===== src/rtl/reminder_sequencer.sv =====
// Multi-channel reminder beeper: arms channels on req rising edges and
// plays prioritised beep bursts on a square-wave speaker until acked.
//
// Ports:
//   clk, reset (async, active-low)
//   req[NUM_CH]        level requests, rising edge arms a channel
//   ack[NUM_CH]        one-cycle pulses, clear the matching channel
//   tone_half          per-channel half-period, DIV_W bits per channel
//   beeps              per-channel beeps per burst, 4 bits per channel
//   mute               gates the speaker output only
//   speaker            square-wave drive
//   active_ch          channel currently owning the sequencer
//   busy               high whenever the FSM is not idle
//   pending[NUM_CH]    armed-channel flags
module reminder_sequencer #(
    parameter int NUM_CH   = 3,
    parameter int DIV_W    = 16,
    parameter int TICK_DIV = 100000,
    parameter int ON_T     = 200,
    parameter int OFF_T    = 200,
    parameter int GAP_T    = 1000,
    localparam int CH_W    = (NUM_CH > 1) ? $clog2(NUM_CH) : 1
) (
    input  logic                    clk,
    input  logic                    reset,
    input  logic [NUM_CH-1:0]       req,
    input  logic [NUM_CH-1:0]       ack,
    input  logic [NUM_CH*DIV_W-1:0] tone_half,
    input  logic [NUM_CH*4-1:0]     beeps,
    input  logic                    mute,
    output logic                    speaker,
    output logic [CH_W-1:0]         active_ch,
    output logic                    busy,
    output logic [NUM_CH-1:0]       pending
);

    localparam int TK_W   = (TICK_DIV > 1) ? $clog2(TICK_DIV) : 1;
    localparam int PH_A   = (ON_T > OFF_T) ? ON_T : OFF_T;
    localparam int PH_MAX = (PH_A > GAP_T) ? PH_A : GAP_T;
    localparam int PH_W   = $clog2(PH_MAX + 1);

    typedef enum logic [1:0] {
        IDLE,
        BEEP_ON,
        BEEP_OFF,
        GAP
    } state_t;

    state_t              state, state_n;
    logic [NUM_CH-1:0]   req_q;
    logic [NUM_CH-1:0]   pending_n;
    logic [TK_W-1:0]     tk, tk_n;
    logic [PH_W-1:0]     ph, ph_n;
    logic [3:0]          bcnt, bcnt_n;
    logic [CH_W-1:0]     act, act_n;
    logic [DIV_W-1:0]    hc, hc_n;
    logic                spk, spk_n;
    logic [CH_W-1:0]     sel;
    logic                tick;
    logic                enter_on;
    logic                ph_done;

    logic [DIV_W-1:0]    half_a [NUM_CH];
    logic [3:0]          beep_a [NUM_CH];

    for (genvar g = 0; g < NUM_CH; g++) begin : g_unpack
        assign half_a[g] = tone_half[g*DIV_W +: DIV_W];
        assign beep_a[g] = beeps[g*4 +: 4];
    end

    // A zero half-period behaves like 1: toggle every cycle.
    function automatic logic [DIV_W-1:0] reload(input logic [DIV_W-1:0] h);
        return (h == '0) ? '0 : h - DIV_W'(1);
    endfunction

    function automatic logic [3:0] beep_load(input logic [3:0] b);
        return (b == 4'd0) ? 4'd1 : b;
    endfunction

    // Ack beats a simultaneous rising edge.
    assign pending_n = (pending | (req & ~req_q)) & ~ack;

    assign tick    = (tk == TK_W'(TICK_DIV - 1));
    assign ph_done = tick && (ph <= PH_W'(1));

    always_comb begin
        sel = '0;
        for (int i = NUM_CH - 1; i >= 0; i--) begin
            if (pending[i]) sel = CH_W'(i);
        end
    end

    always_comb begin
        state_n  = state;
        tk_n     = tick ? '0 : tk + TK_W'(1);
        ph_n     = ph;
        bcnt_n   = bcnt;
        act_n    = act;
        hc_n     = hc;
        spk_n    = 1'b0;
        enter_on = 1'b0;

        unique case (state)
            IDLE: begin
                if (|pending) begin
                    state_n  = BEEP_ON;
                    act_n    = sel;
                    bcnt_n   = beep_load(beep_a[sel]);
                    tk_n     = '0;
                    enter_on = 1'b1;
                end
            end
            BEEP_ON: begin
                if (hc == '0) begin
                    spk_n = ~spk;
                    hc_n  = reload(half_a[act]);
                end else begin
                    spk_n = spk;
                    hc_n  = hc - DIV_W'(1);
                end
                if (ph_done) begin
                    state_n = BEEP_OFF;
                    ph_n    = PH_W'(OFF_T);
                    bcnt_n  = bcnt - 4'd1;
                end else if (tick) begin
                    ph_n = ph - PH_W'(1);
                end
            end
            BEEP_OFF: begin
                if (ph_done) begin
                    if (bcnt != 4'd0) begin
                        state_n  = BEEP_ON;
                        enter_on = 1'b1;
                    end else begin
                        state_n = GAP;
                        ph_n    = PH_W'(GAP_T);
                    end
                end else if (tick) begin
                    ph_n = ph - PH_W'(1);
                end
            end
            GAP: begin
                if (ph_done) begin
                    if (|pending) begin
                        state_n  = BEEP_ON;
                        act_n    = sel;
                        bcnt_n   = beep_load(beep_a[sel]);
                        enter_on = 1'b1;
                    end else begin
                        state_n = IDLE;
                    end
                end else if (tick) begin
                    ph_n = ph - PH_W'(1);
                end
            end
        endcase

        // Losing the owning channel aborts the burst at this edge.
        if (state != IDLE && !pending_n[act]) begin
            state_n  = IDLE;
            enter_on = 1'b0;
        end

        if (enter_on) begin
            ph_n  = PH_W'(ON_T);
            hc_n  = reload(half_a[act_n]);
            spk_n = 1'b0;
        end

        if (state_n != BEEP_ON) spk_n = 1'b0;
    end

    always_ff @(posedge clk or negedge reset) begin
        if (!reset) begin
            state   <= IDLE;
            req_q   <= '0;
            pending <= '0;
            tk      <= '0;
            ph      <= '0;
            bcnt    <= '0;
            act     <= '0;
            hc      <= '0;
            spk     <= 1'b0;
        end else begin
            state   <= state_n;
            req_q   <= req;
            pending <= pending_n;
            tk      <= tk_n;
            ph      <= ph_n;
            bcnt    <= bcnt_n;
            act     <= act_n;
            hc      <= hc_n;
            spk     <= spk_n;
        end
    end

    assign speaker   = spk & ~mute;
    assign active_ch = act;
    assign busy      = (state != IDLE);

endmodule


===== config.mk =====
export PLATFORM = sky130hd
export DESIGN_NAME = reminder_sequencer
export DESIGN_NICKNAME = d
export VERILOG_FILES = /design/src/rtl/reminder_sequencer.sv
export SDC_FILE = /design/constraint.sdc
export NUM_CORES = 1
export LEC_CHECK = 0
export BUFFER_PORTS_ARGS = -buffer_cell sky130_fd_sc_hd__buf_2
export CAP_MARGIN = 30
export CORE_UTILIZATION = 60
export CTS_CLUSTER_SIZE = 10
export DETAILED_ROUTE_END_ITERATION = 10
export PLACE_DENSITY = 0.83
export SYNTH_ARGS = -nofsm -noshare
export SYNTH_HDL_FRONTEND = slang
export SYNTH_SLANG_ARGS = --single-unit

===== constraint.sdc =====
create_clock -name clk -period 7.46 [get_ports clk]
set_input_delay 0.746 -clock clk [delete_from_list [all_inputs] [get_ports clk]]
set_output_delay 0.746 -clock clk [all_outputs]
set_load 0.01 [all_outputs]

* After elaboration in Yosys (flattened, before gate mapping) *
Index checks and enable logic that the tools add are counted.

word-level totals
  flip-flop bits (word level) = 58
  bits of input ports = 69
  output and inout port bits = 7

cells by class
  add/sub/neg operators = 6
  $lt $le $gt $ge = 5
  equality and inequality tests = 10
  muxes and demuxes = 55
  bitwise logic cells = 11
  reductions and logical operators = 16

operator list
  operator                                                                number
  16-bit two-way mux                                                      9
  16-bit binary-select mux with 2-bit select                              2
  10-bit two-way mux                                                      6
  17-bit two-way mux                                                      3
  16-bit zero test                                                        3
  16-bit by 1-bit subtractor with 16-bit output, second input constant    3
  10-bit case mux with 3 select lines                                     1
  4-bit two-way mux                                                       6
  2-bit two-way mux                                                       11
  17-bit by 1-bit adder with 17-bit output, second input constant         1
  17-bit == test, second input constant                                   1
  4-bit case mux with 3 select lines                                      1
  1-bit two-way mux                                                       11
  10-bit by 1-bit <= comparator with 1-bit output, second input constant  1
  10-bit by 1-bit subtractor with 10-bit output, second input constant    1
  3-bit greater-or-equal comparator, second input constant                3
  2-bit NOT with 3-bit output                                             3
  4-bit binary-select mux with 2-bit select                               1
  4-bit inequality test, second input constant                            2
  2-bit case mux with 4 select lines                                      1
  4-bit nonzero test                                                      2
  3-bit AND                                                               2
  3-bit NOT                                                               2
  3-bit AND reduction                                                     2
  20 further kinds                                                        25

* Depth between registers and ports, before layout *
Gate-level depths: netlist (run 1).

  depth in word-level cells = 13
  mapped depth = 18
  depth with buffers taken out = 15

* Least setup slack after synthesis (run 1) *
OpenSTA, ideal clock, no wires.

  path type = flip-flop to flip-flop
  start = reg state[0]
  end = reg hc[3]
  setup time = 0.121 ns
  arrival = 3.587 ns
  required time = 7.339 ns
  setup slack = 3.752 ns
  cell stages (with the launch flop) = 18
  buffers on the path = 3
  clock period less this slack = 3.708 ns
  cells stage by stage = dfrtp_1 -> inv_1 -> ha_1 -> nand2b_1 -> a311oi_1 -> or3_4 -> nand2_2 -> buf_6 -> and2_1 -> buf_2 -> a2bb2oi_2 -> ha_1 -> o211ai_1 -> nand3b_2 -> o31ai_4 -> buf_4 -> nor2_1 -> o22a_1

between the ends
  cells in the longest elaborated chain, start to end = 9

ends and longest elaborated chain
  element                                                                                   RTL line  text
  from (decl)                                                                               49        state_t state, state_n;
  from (signal assigned)                                                                    185       state <= state_n;
  2-bit == test / 2-bit zero test (equally long branches)                                   103       unique case (state)
  2-bit case mux with 2 select lines                                                        103
  2-bit NOT with 3-bit output (not written as such)                                         166       hc_n = reload(half_a[act_n]);
  16-bit binary-select mux with 2-bit select                                                166
  16-bit two-way mux (not written as such) (2 in a row)                                     166
  16-bit by 1-bit subtractor with 16-bit output / 16-bit zero test (equally long branches)  73        return (h == '0) ? '0 : h - DIV_W'(1);
  16-bit two-way mux                                                                        73
  16-bit two-way mux                                                                        164       if (enter_on) begin
  to (signal assigned)                                                                      192       hc <= hc_n;
  to (decl)                                                                                 56        logic [DIV_W-1:0] hc, hc_n;

Parallel ways exist; a longest one is shown, timed or not. The select of a mux whose other input is x is not followed.
A chain may end at the register's enable or synchronous reset.

* Final worst setup path (run 1) *
  start = reg tk[0]
  end = reg hc[4]

between the ends
  cells in the longest elaborated chain, start to end = 11

ends and longest elaborated chain
  element                                                                                   RTL line  text
  from (decl)                                                                               52        logic [TK_W-1:0] tk, tk_n;
  from (signal assigned)                                                                    188       tk <= tk_n;
  17-bit == test (*)                                                                        83        assign tick = (tk == TK_W'(TICK_DIV - 1));
  1-bit logical AND (*)                                                                     84        assign ph_done = tick && (ph <= PH_W'(1));
  2-bit two-way mux                                                                         143       if (ph_done) begin
  2-bit case mux with 2 select lines                                                        103
  2-bit NOT with 3-bit output (not written as such)                                         166
  16-bit binary-select mux with 2-bit select                                                166
  16-bit two-way mux (not written as such) (2 in a row)                                     166
  16-bit by 1-bit subtractor with 16-bit output / 16-bit zero test (equally long branches)  73
  16-bit two-way mux                                                                        73
  16-bit two-way mux                                                                        164

Every way passes the cells marked *; elsewhere a longest branch is shown, timed or not. The select of a mux whose other input is x is not followed.

==> metrics.txt, run 1 <==
outcome complete, no violations; WL/cell 18.0 um; dominant synthesized flop cell dfrtp_1; GRT Residual Overflow 0; synthesized flop and latch total 58; DR WL met2 6640 um; Crit-path slowest cell o31ai_4; metal3 WL around 1100 um; Area Overhead vs Synth 11.0%; DP Area between 5000 and 6000 um2; Seq/Total Area, Yosys about 28%; Final ANT Viol Nets 0; Initial Util 62.7%; overall power 1.96 mW; Hold Path Class reg -> reg; Layout Cells excl Fill slightly above 800; CTS tree built; crit path capture type flip-flop; Lkg Pwr about 2.3 nW; dpl hpwl 10900 um; Sink Count 58; Setup crit start kind flip-flop; share of layout cells above drive strength 1 17.1%; Core Rows 33; die area between 9000 and 10000 um2; # IOs 76; Initial DRC Count 614; Fin. Hold Viols 0; Slew Limit Fails 0; Mapped Cells 639; via/cell ratio 6.53; htree depth 3; nets@finish 779; setup ws final approximately 2500 ps; I/O Buffers 75; Req. time, crit path 7690 ps; Crit Path Category reg -> reg; met1 WL 6080 um; CP peak stage delay roughly 600 ps; largest net degree at the start of global routing 59; wirelength, routed 14600 um; max_slew headroom 30.2%; Post-CTS Setup Inserts 0; placed cell count 791; Layout Skew 11.1 ps; initial antenna violation count 0; Clock Tree Buf Depth 2; post-CTS sizing 0; total CTS buffers 9; CTS Hold Bufs 0; Final setup viols 0; FF-to-FF Start tk[0]$_DFF_PN0_; Inserted Diodes 0; Die Span X 95.2 um; cell family with most CP delay simple AND/OR/NAND/NOR gates; RSZ-0062 raised after global routing false; core area approximately 8300 um2; DRC 0; final instance area 5780 um2; RD Place Congestion 0.983; vias 5280; Clock transition at path regs 70 ps; root buf cell clkbuf_8; drt pass-1 iters 6; final period utilization approximately two thirds; Clock Latency Late Sink 350 ps; PD cells 339 nW/um2; distinct cell type count after synthesis 77; Die Ht around 95 um; peak fanout along the critical path 31; R2R Setup Slk 2540 ps; syn avg cell area 8.15 um2; Final TNS setup 0 ps; Achievable Freq 203 MHz; maxcap violations 0; Hold Crit Start tk[0]$_DFF_PN0_; Period minus WS final 4920 ps; post-synthesis instance area 5210 um2; Post-synth EDFFs 0; FFs w/ async S/R, synth 100%; worst path cell trace ha_1 -> and4_1 -> and4_1 -> nand2_2 -> a21o_1 -> and2_1 -> a2bb2oi_2 -> ha_1 -> o211ai_1 -> nand3b_2 -> o31ai_4 -> nor2_1 -> o32a_1; Fillers 660; Slew @ Worst Pin 1050 ps; worst path buffer plus inverter count 0; top routing layer in use met4; pre-CTS setup slack 2640 ps; first-pass GRT wire length 23300 um; Syn Nets 720; crit path launch tk[0]$_DFF_PN0_; Yosys Warn Count 0; VDD IR-drop max 174 uV; All-Layer GR Usage 33.5%; Worst Path Arrival 5150 ps; vias in the first global route 4878
## per-layer routing
layer  vias to the layer above  GRT usage [%]
li1                       2493              -
met1                      2481           41.6
met2                       256           54.0
met3                        50           7.18
met4                         0           17.8
met5                         -              0
## worst paths after layout
kind / endpoint / cells after the start
max: hc[4]$_DFFE_PN0P_ / 13
min: tk[0]$_DFF_PN0_ / 1
max reg2reg: hc[4]$_DFFE_PN0P_ / 13
min reg2reg: tk[0]$_DFF_PN0_ / 1
max in group asynchronous: tk[5]$_DFF_PN0_ / 2
min in group asynchronous: ph[5]$_DFFE_PN0P_ / 2
## state kept, by name, summed over array words and instances, names as in the netlist
name and count:
state 2, ph 10, req_q 3, bcnt 4, pending 3, tk 17
hc 16, active_ch 2, spk 1
## where the power goes
part           total (mW)  internal [mW]  leakage (nW)  switching [mW]
Combinational        1.14          0.448          1.50           0.694
Sequential          0.513          0.396         0.735           0.118
Clock               0.303          0.162         0.103           0.140
Total                1.96           1.01          2.34           0.952
## worst reg2reg max path: stages (launching register included)
cell and delay [ps]:
dfrtp_1 400, ha_1 240, and4_1 320, and4_1 440, nand2_2 210, a21o_1 540
and2_1 550, a2bb2oi_2 330, ha_1 220, o211ai_1 180, nand3b_2 370, o31ai_4 610
nor2_1 110, o32a_1 310
## through the flow
step | hold WS, ps | utilization [%]
floorplan | 446 | -
global placement | 458 | 67.2
detailed placement | 484 | 67.2
CTS | 494 | 69.6
global route | 511 | 69.7
finish | 498 | 69.7
## cells in the mapped netlist (all sizes together) (5+ instances only)
cell / count / share of area (%)
a31oi: 6 / 0.72
nand4: 5 / 0.89
nand2: 65 / 4.8
nor2: 65 / 4.7
mux2i: 32 / 6.2
buf: 17 / 2.0
a221oi: 6 / 1.0
o22a: 5 / 0.84
o21a: 5 / 0.72
nor3: 30 / 3.0
a21oi: 36 / 3.5
o31ai: 8 / 1.4
or3: 8 / 1.1
or2: 6 / 0.72
nor2b: 10 / 1.2
nor4: 12 / 1.7
xnor2: 23 / 3.9
inv: 21 / 1.5
mux2: 7 / 1.5
ha: 12 / 2.9
nand3: 12 / 1.4
a22oi: 8 / 1.2
dfrtp: 58 / 28
o21ai: 52 / 5.0
clkbuf: 14 / 1.0
o211ai: 6 / 0.87
a2bb2oi: 8 / 1.7
xor2: 21 / 3.5
nand2b: 5 / 0.60
o2bb2ai: 11 / 1.9
a211oi: 8 / 1.2
## placed cells by master (no fill, tap or decap), drive strengths merged, types with 4 or more instances in the layout
cell,instances
nor2b,10
and2,4
nor3,30
xor2,21
a2bb2oi,8
buf,79
xnor2,23
a221oi,6
o2bb2ai,11
nand2b,5
o22a,5
mux2,7
clkbuf,11
a31oi,6
clkinv,5
o21a,5
o221ai,4
a22oi,8
nand4,5
o21ai,52
a211oi,8
or3,8
nand2,65
ha,12
nor4,12
mux2i,32
o211ai,6
o31ai,8
o22ai,4
or2,6
inv,21
dfrtp,58
nand3,12
nor2,65
nand3b,4
a21oi,36
## kinds of logic after synthesis
kind of cell    count (synthesis)  synth area share [%]
compound gates                193                  25.6
xor+xnor                       44                  7.40
fa+ha+maj                      12                  2.88
buf+inv                        53                  4.61
flops                          58                  27.9
mux                            39                  7.67
simple gates                  240                  23.9
## cell type report
class                   instances  area, um2  area share [%]
clock inverters                 5       53.8           0.931
multi-input cells             528       3510            60.8
inverters                      22       82.6            1.43
flip-flops and latches         58       1450            25.1
well taps                     105        131            2.27
clock buffers                  11        141            2.45
repair buffers                 79        405            7.01
Power figures use the tool's default switching activity.
==> inputs of run 2 (changes only) <==
--- a/config.mk
+++ b/config.mk
@@ -7,10 +7,10 @@
 export LEC_CHECK = 0
 export BUFFER_PORTS_ARGS = -buffer_cell sky130_fd_sc_hd__buf_2
 export CAP_MARGIN = 30
-export CORE_UTILIZATION = 60
+export CORE_UTILIZATION = 53
 export CTS_CLUSTER_SIZE = 10
 export DETAILED_ROUTE_END_ITERATION = 10
-export PLACE_DENSITY = 0.83
+export PLACE_DENSITY = 0.78
 export SYNTH_ARGS = -nofsm -noshare
 export SYNTH_HDL_FRONTEND = slang
 export SYNTH_SLANG_ARGS = --single-unit
==> constraint.sdc (replaced) <==
create_clock -name clk -period 4.4 [get_ports clk]
set_input_delay 0.44 -clock clk [delete_from_list [all_inputs] [get_ports clk]]
set_output_delay 0.44 -clock clk [all_outputs]
set_load 0.01 [all_outputs]
==> run 2 against run 1 <==
  * Clock power grew 110%
  * First-iteration DRC count shrank 38%
  * Hold slack lost 280 ps
  * Cell area grew 2.8%
  * Sequential power grew 66%
  * Setup slack lost 2300 ps
  * Sequential share of layout area shrank 0.68 points
==> metrics.txt, run 2 (synthesized netlist as in run 1, its figures left out) <==
dpl hpwl 10500 um (-3.7%); PD cells 584 nW/um2 (+72%); Layout Utilization 63.4% (-6.3 points); Period minus WS final 4120 ps (-799 ps); Layout Cells excl Fill 839 (+3.8%); Setup crit start kind flip-flop; Initial Util 55.6% (-7.2 points); Area Overhead vs Synth 14.1%; maxcap violations 0 (unchanged); footprint of the multi-input gates 3530 um2 (+0.32%); WL/cell 16.9 um (-6.2%); CTS Hold Bufs 0 (unchanged); Crit Path Category reg -> reg; max_slew headroom 48.8% (+19 points); via/cell ratio 6.31 (-3.5%); Clock Tree Buf Depth 2 (unchanged); placed cell count 822 (+3.9%); R2R cell count 16 (+3); share of layout cells above drive strength 1 18.3% (+1.2 points); I/O Buffers 75 (unchanged); vias in the first global route 4928 (+1.0%); Clock transition at path regs 80 ps (about the same); register with the most flip-flops tk; crit path capture type flip-flop; pre-CTS setup slack 31.4 ps (-2610 ps); Final ANT Viol Nets 0 (unchanged); Final setup viols 0 (unchanged); Sink Count 58 (unchanged); Inserted Diodes 0 (unchanged); hold depth 1 (unchanged); vias 5290 (+0.19%); setup ws final 280 ps (-2260 ps); Initial DRC Count 383 (-38%); Slew Limit Fails 0 (unchanged); Final TNS setup 0 ps (unchanged); initial antenna violation count 0 (unchanged); outcome complete, no violations; Fin. Hold Viols 0 (unchanged); total CTS buffers 9 (unchanged); root buf cell clkbuf_8; commonest non-fill, non-tap cell in the layout buf_2; RD Place Congestion 0.950 (-3.3%); Layout Skew 13.3 ps (+2.26 ps); largest registers tk x17, hc x16, ph x10; htree depth 3 (unchanged); first-pass GRT wire length 23900 um (+2.3%); All-Layer GR Usage 29.4% (-4.1 points); peak fanout along the critical path 11 (-65%); Hold Path Class in -> reg; final period utilization 93.6% (+28 points); Worst Path Arrival 4350 ps (-800 ps); register area 1450 um2 (unchanged); commonest non-fill, non-tap cells in the layout buf_2 (75), nor2_1 (65), nand2_1 (63); CTS tree built; Fillers 808 (+22%); Clock Latency Late Sink 350 ps (about the same); overall power 3.47 mW (+77%); RSZ-0062 raised after global routing false; VDD IR-drop max 453 uV (+160%); number of flip-flops in the largest register 17 (unchanged); Slew @ Worst Pin 765 ps (-282 ps); largest net degree at the start of global routing 59 (unchanged); GRT Residual Overflow 0 (unchanged); drt pass-1 iters 7 (+1); Core Rows 35 (+6.1%); die area 10200 um2 (+13%); Die Span X 101 um (+6.3%); Achievable Freq 243 MHz (+19%); DRC 0 (unchanged); Die Ht 101 um (+6.3%); core area 9370 um2 (+13%); wirelength, routed 14200 um (-2.6%); nets@finish 786 (+0.90%); # IOs 76 (unchanged); Lkg Pwr 2.40 nW (+2.8%); Req. time, crit path 4630 ps (-3060 ps)
[run 2: changes by cell type in the layout (fill, tap and decap cells not counted), moves of 2 or more]
cell	previous run	this run
buf_4	4	10
clkinv_2	3	0
bufinv_16	1	3
clkinv_4	1	3
[run 2: critical path, cell delays in order (launching register included)]
cell	delay [ps]
dfrtp_1	400
inv_1	80
ha_1	380
nand2b_1	220
a311oi_2	370
or3_4	200
nand2_2	140
inv_2	170
mux2i_1	240
a2bb2oi_2	270
ha_1	220
o211ai_1	180
nand3b_2	370
o31ai_4	340
buf_4	180
nor2_1	40
o22a_1	170
[run 2: cell type report]
class / count / share of cell area (%)
Tap cell: 129 / 2.72
Inverter: 22 / 1.39
Timing Repair Buffer: 86 / 7.92
Clock inverter: 7 / 2.11
Clock buffer: 9 / 2.09
Sequential cell: 58 / 24.4
Multi-Input combinational cell: 528 / 59.4
[run 2: worst paths after layout]
check | start | end | slack [ps]
min in group asynchronous | reset | tk[15]$_DFF_PN0_ | 230
setup reg to reg | state[0]$_DFF_PN0_ | hc[8]$_DFFE_PN0P_ | 280
hold / removal | req[1] | req_q[1]$_DFF_PN0_ | 210
hold reg to reg | tk[0]$_DFF_PN0_ | tk[0]$_DFF_PN0_ | 490
setup / recovery | state[0]$_DFF_PN0_ | hc[8]$_DFFE_PN0P_ | 280
max in group asynchronous | reset | hc[5]$_DFFE_PN0P_ | 3660
[run 2: what timing repair did]
item	in CTS	in global routing
setup buffers	0	1
resized for setup	0	2
endpoints found under the setup margin	0	13
[run 2: power by group]
part / internal [mW] / leakage (nW) / switching (mW)
clock: 0.381 / 0.124 / 0.244
sequential: 0.671 / 0.735 / 0.182
combinational: 0.794 / 1.54 / 1.20
total: 1.85 / 2.40 / 1.62
[run 2: layer usage]
layer,track usage [%],routed length (um),vias to the layer above
li1,-,-,2505
met1,43.1,6580,2488
met2,43.8,6240,270
met3,5.62,1140,27
met4,8.70,229,0
met5,0,0,-
[run 2: metrics by stage]
stage          hold WS [ps]  area (um2)
2_1_floorplan           144        5210
3_3_place_gp            458        5650
3_5_place_dp            483        5660
4_1_cts                 208        5910
5_1_grt                 198        5940
6_report                214        5940
==> inputs of run 3 (changes only) <==
--- a/config.mk
+++ b/config.mk
@@ -11,6 +11,7 @@
 export CTS_CLUSTER_SIZE = 10
 export DETAILED_ROUTE_END_ITERATION = 10
 export PLACE_DENSITY = 0.78
+export SETUP_SLACK_MARGIN = 0.3
 export SYNTH_ARGS = -nofsm -noshare
 export SYNTH_HDL_FRONTEND = slang
 export SYNTH_SLANG_ARGS = --single-unit
==> run 3 against run 2 <==
  * Register-to-register slack better by 240 ps
  * Maximum frequency up 6.2%
  * Combinational power up 2%
  * Global-route usage up 0.059 points
  * Die area unchanged
  * Critical path depth unchanged
  * Clock-buffer cell count unchanged
==> metrics.txt, run 3 (synthesized netlist as in run 1, its figures left out) <==
Achievable Freq 258 MHz (+6.2%); crit path capture type flip-flop; worst path cell trace inv_1 -> ha_2 -> a211oi_1 -> a311oi_2 -> or3_4 -> nand2_2 -> inv_2 -> mux2i_1 -> a2bb2oi_2 -> ha_1 -> o211ai_1 -> nand3b_4 -> o31ai_4 -> buf_4 -> nor2_1 -> o22a_1; Final setup viols 0 (unchanged); Fin. Hold Viols 0 (unchanged); I/O Buffers 75 (unchanged); cell family with most CP delay compound AO/OA/AOI/OAI gates; Initial DRC Count 438 (+14%); commonest non-fill, non-tap cell in the layout buf_2; Area Overhead vs Synth 14.7%; Lkg Pwr 2.43 nW (+0.97%); RD Place Congestion 0.950 (unchanged); Pint 1.87 mW (+1.1%); PD cells 586 nW/um2 (+0.38%); Crit Path Category reg -> reg; Hold Path Class in -> reg; Slew @ Worst Pin 787 ps (+21.9 ps); vias in the first global route 4940 (+0.24%); Layout Skew 13.9 ps (+0.540 ps); power share of the clock group 17.8% (-0.2 points); root buf cell clkbuf_8; maxcap violations 0 (unchanged); Sink Count 58 (unchanged); die area 10200 um2 (unchanged); final period utilization 88.2% (-5.4 points); setup ws final 520 ps (+239 ps); Period minus WS final 3880 ps (-239 ps); DRC 0 (unchanged); CP peak stage delay 430 ps (+30 ps); Crit-path slowest cell dfrtp_1; Core Rows 35 (unchanged); outcome complete, no violations; Switching Share 46.7% (-0.074 points); Final TNS setup 0 ps (unchanged); GRT Residual Overflow 0 (unchanged); P_sw 1.64 mW (+0.77%); core area 9370 um2 (unchanged); final instance area 5970 um2 (+0.55%); Clock Tree Buf Depth 2 (unchanged); pre-CTS setup slack 31.4 ps (unchanged); number of flip-flops in the largest register 17 (unchanged); Final ANT Viol Nets 0 (unchanged); Die Ht 101 um (unchanged); max_slew headroom 47.3% (-1.5 points); Inserted Diodes 0 (unchanged); vias 5335 (+0.85%); Comb power frac 57.9% (+0.5 points); sequential group share of total power 24.4% (-0.2 points); DP Area 5660 um2 (unchanged); drt pass-1 iters 5 (-2); Worst Path Arrival 4120 ps (-230 ps); worst path buffer plus inverter count 3 (unchanged); total CTS buffers 9 (unchanged); # IOs 76 (unchanged); WL/cell 17.0 um (+0.23%); largest net degree at the start of global routing 59 (unchanged); via/cell ratio 6.33 (+0.37%); RSZ-0062 raised after global routing false; peak fanout along the critical path 11 (unchanged); Clock transition at path regs 70 ps (about the same); Initial Util 55.6% (unchanged); share of layout cells above drive strength 1 19.2% (+0.88 points); commonest non-fill, non-tap cells in the layout buf_2 (75), nor2_1 (65), nand2_1 (63); Setup crit start kind flip-flop; first-pass GRT wire length 23900 um (+0.11%); Die Span X 101 um (unchanged); largest registers tk x17, hc x16, ph x10; Slew Limit Fails 0 (unchanged); dpl hpwl 10500 um (unchanged); htree depth 3 (unchanged); Clock Latency Late Sink 350 ps (about the same); register with the most flip-flops tk; initial antenna violation count 0 (unchanged); Req. time, crit path 4640 ps (about the same); All-Layer GR Usage 29.4% (+0.059 points); CTS tree built; wirelength, routed 14300 um (+0.71%); nets@finish 790 (+0.51%); VDD IR-drop max 458 uV (+1.1%)
[run 3: layout make-up]
cell class | instances | area [um2]
multi-input cells | 528 | 3540
fillers | 808 | 3400
flip-flops and latches | 58 | 1450
repair buffers | 90 | 488
well taps | 129 | 161
clock inverters | 7 | 125
clock buffers | 9 | 124
inverters | 22 | 82.6
[run 3: per-stage QoR]
stage	total power [mW]	std cells	hold WS (ps)	utilization (%)
after global placement	2.71	821	458	60.3
after CTS	3.41	840	208	63.3
after floorplan	2.30	639	144	-
after global routing	3.74	843	198	63.7
after detailed placement	2.76	822	483	60.4
final	3.50	843	214	63.7
[run 3: final timing paths]
kind,startpoint,to,slack (ps),depth (start not counted)
min reg2reg,tk[0]$_DFF_PN0_,tk[0]$_DFF_PN0_,490,1
max reg2reg,state[1]$_DFF_PN0_,hc[3]$_DFFE_PN0P_,520,16
max,state[1]$_DFF_PN0_,hc[3]$_DFFE_PN0P_,520,16
max in group asynchronous,reset,hc[5]$_DFFE_PN0P_,3650,2
min in group asynchronous,reset,tk[15]$_DFF_PN0_,220,2
min,req[1],req_q[1]$_DFF_PN0_,210,1
[run 3: layer usage]
layer  share of wire [%]  track usage, %  vias to the layer above
met4                 1.7            8.25                        0
met2                  44            44.1                      295
li1                    -               -                     2510
met5                   0               0                        -
met3                 8.9            5.76                       29
met1                  46            43.1                     2501
[run 3: timing repair]
| action | in CTS | in global routing |
|---|---|---|
| setup buffers | 2 | 3 |
| endpoints found under the setup margin | 13 | 15 |
| gates resized for setup | 1 | 5 |
| pin swaps | 1 | 1 |
| hold buffers | 0 | 0 |
| hold endpoints to repair | 0 | 0 |
[run 3: power groups by stage]
stage                     clock, mW  combinational (mW)  sequential, mW
after floorplan                   0                1.51           0.795
after global placement            0                1.86           0.844
after detailed placement          0                1.91           0.853
after CTS                     0.632                1.93           0.846
after global routing          0.656                2.21           0.874
final                         0.623                2.03           0.853
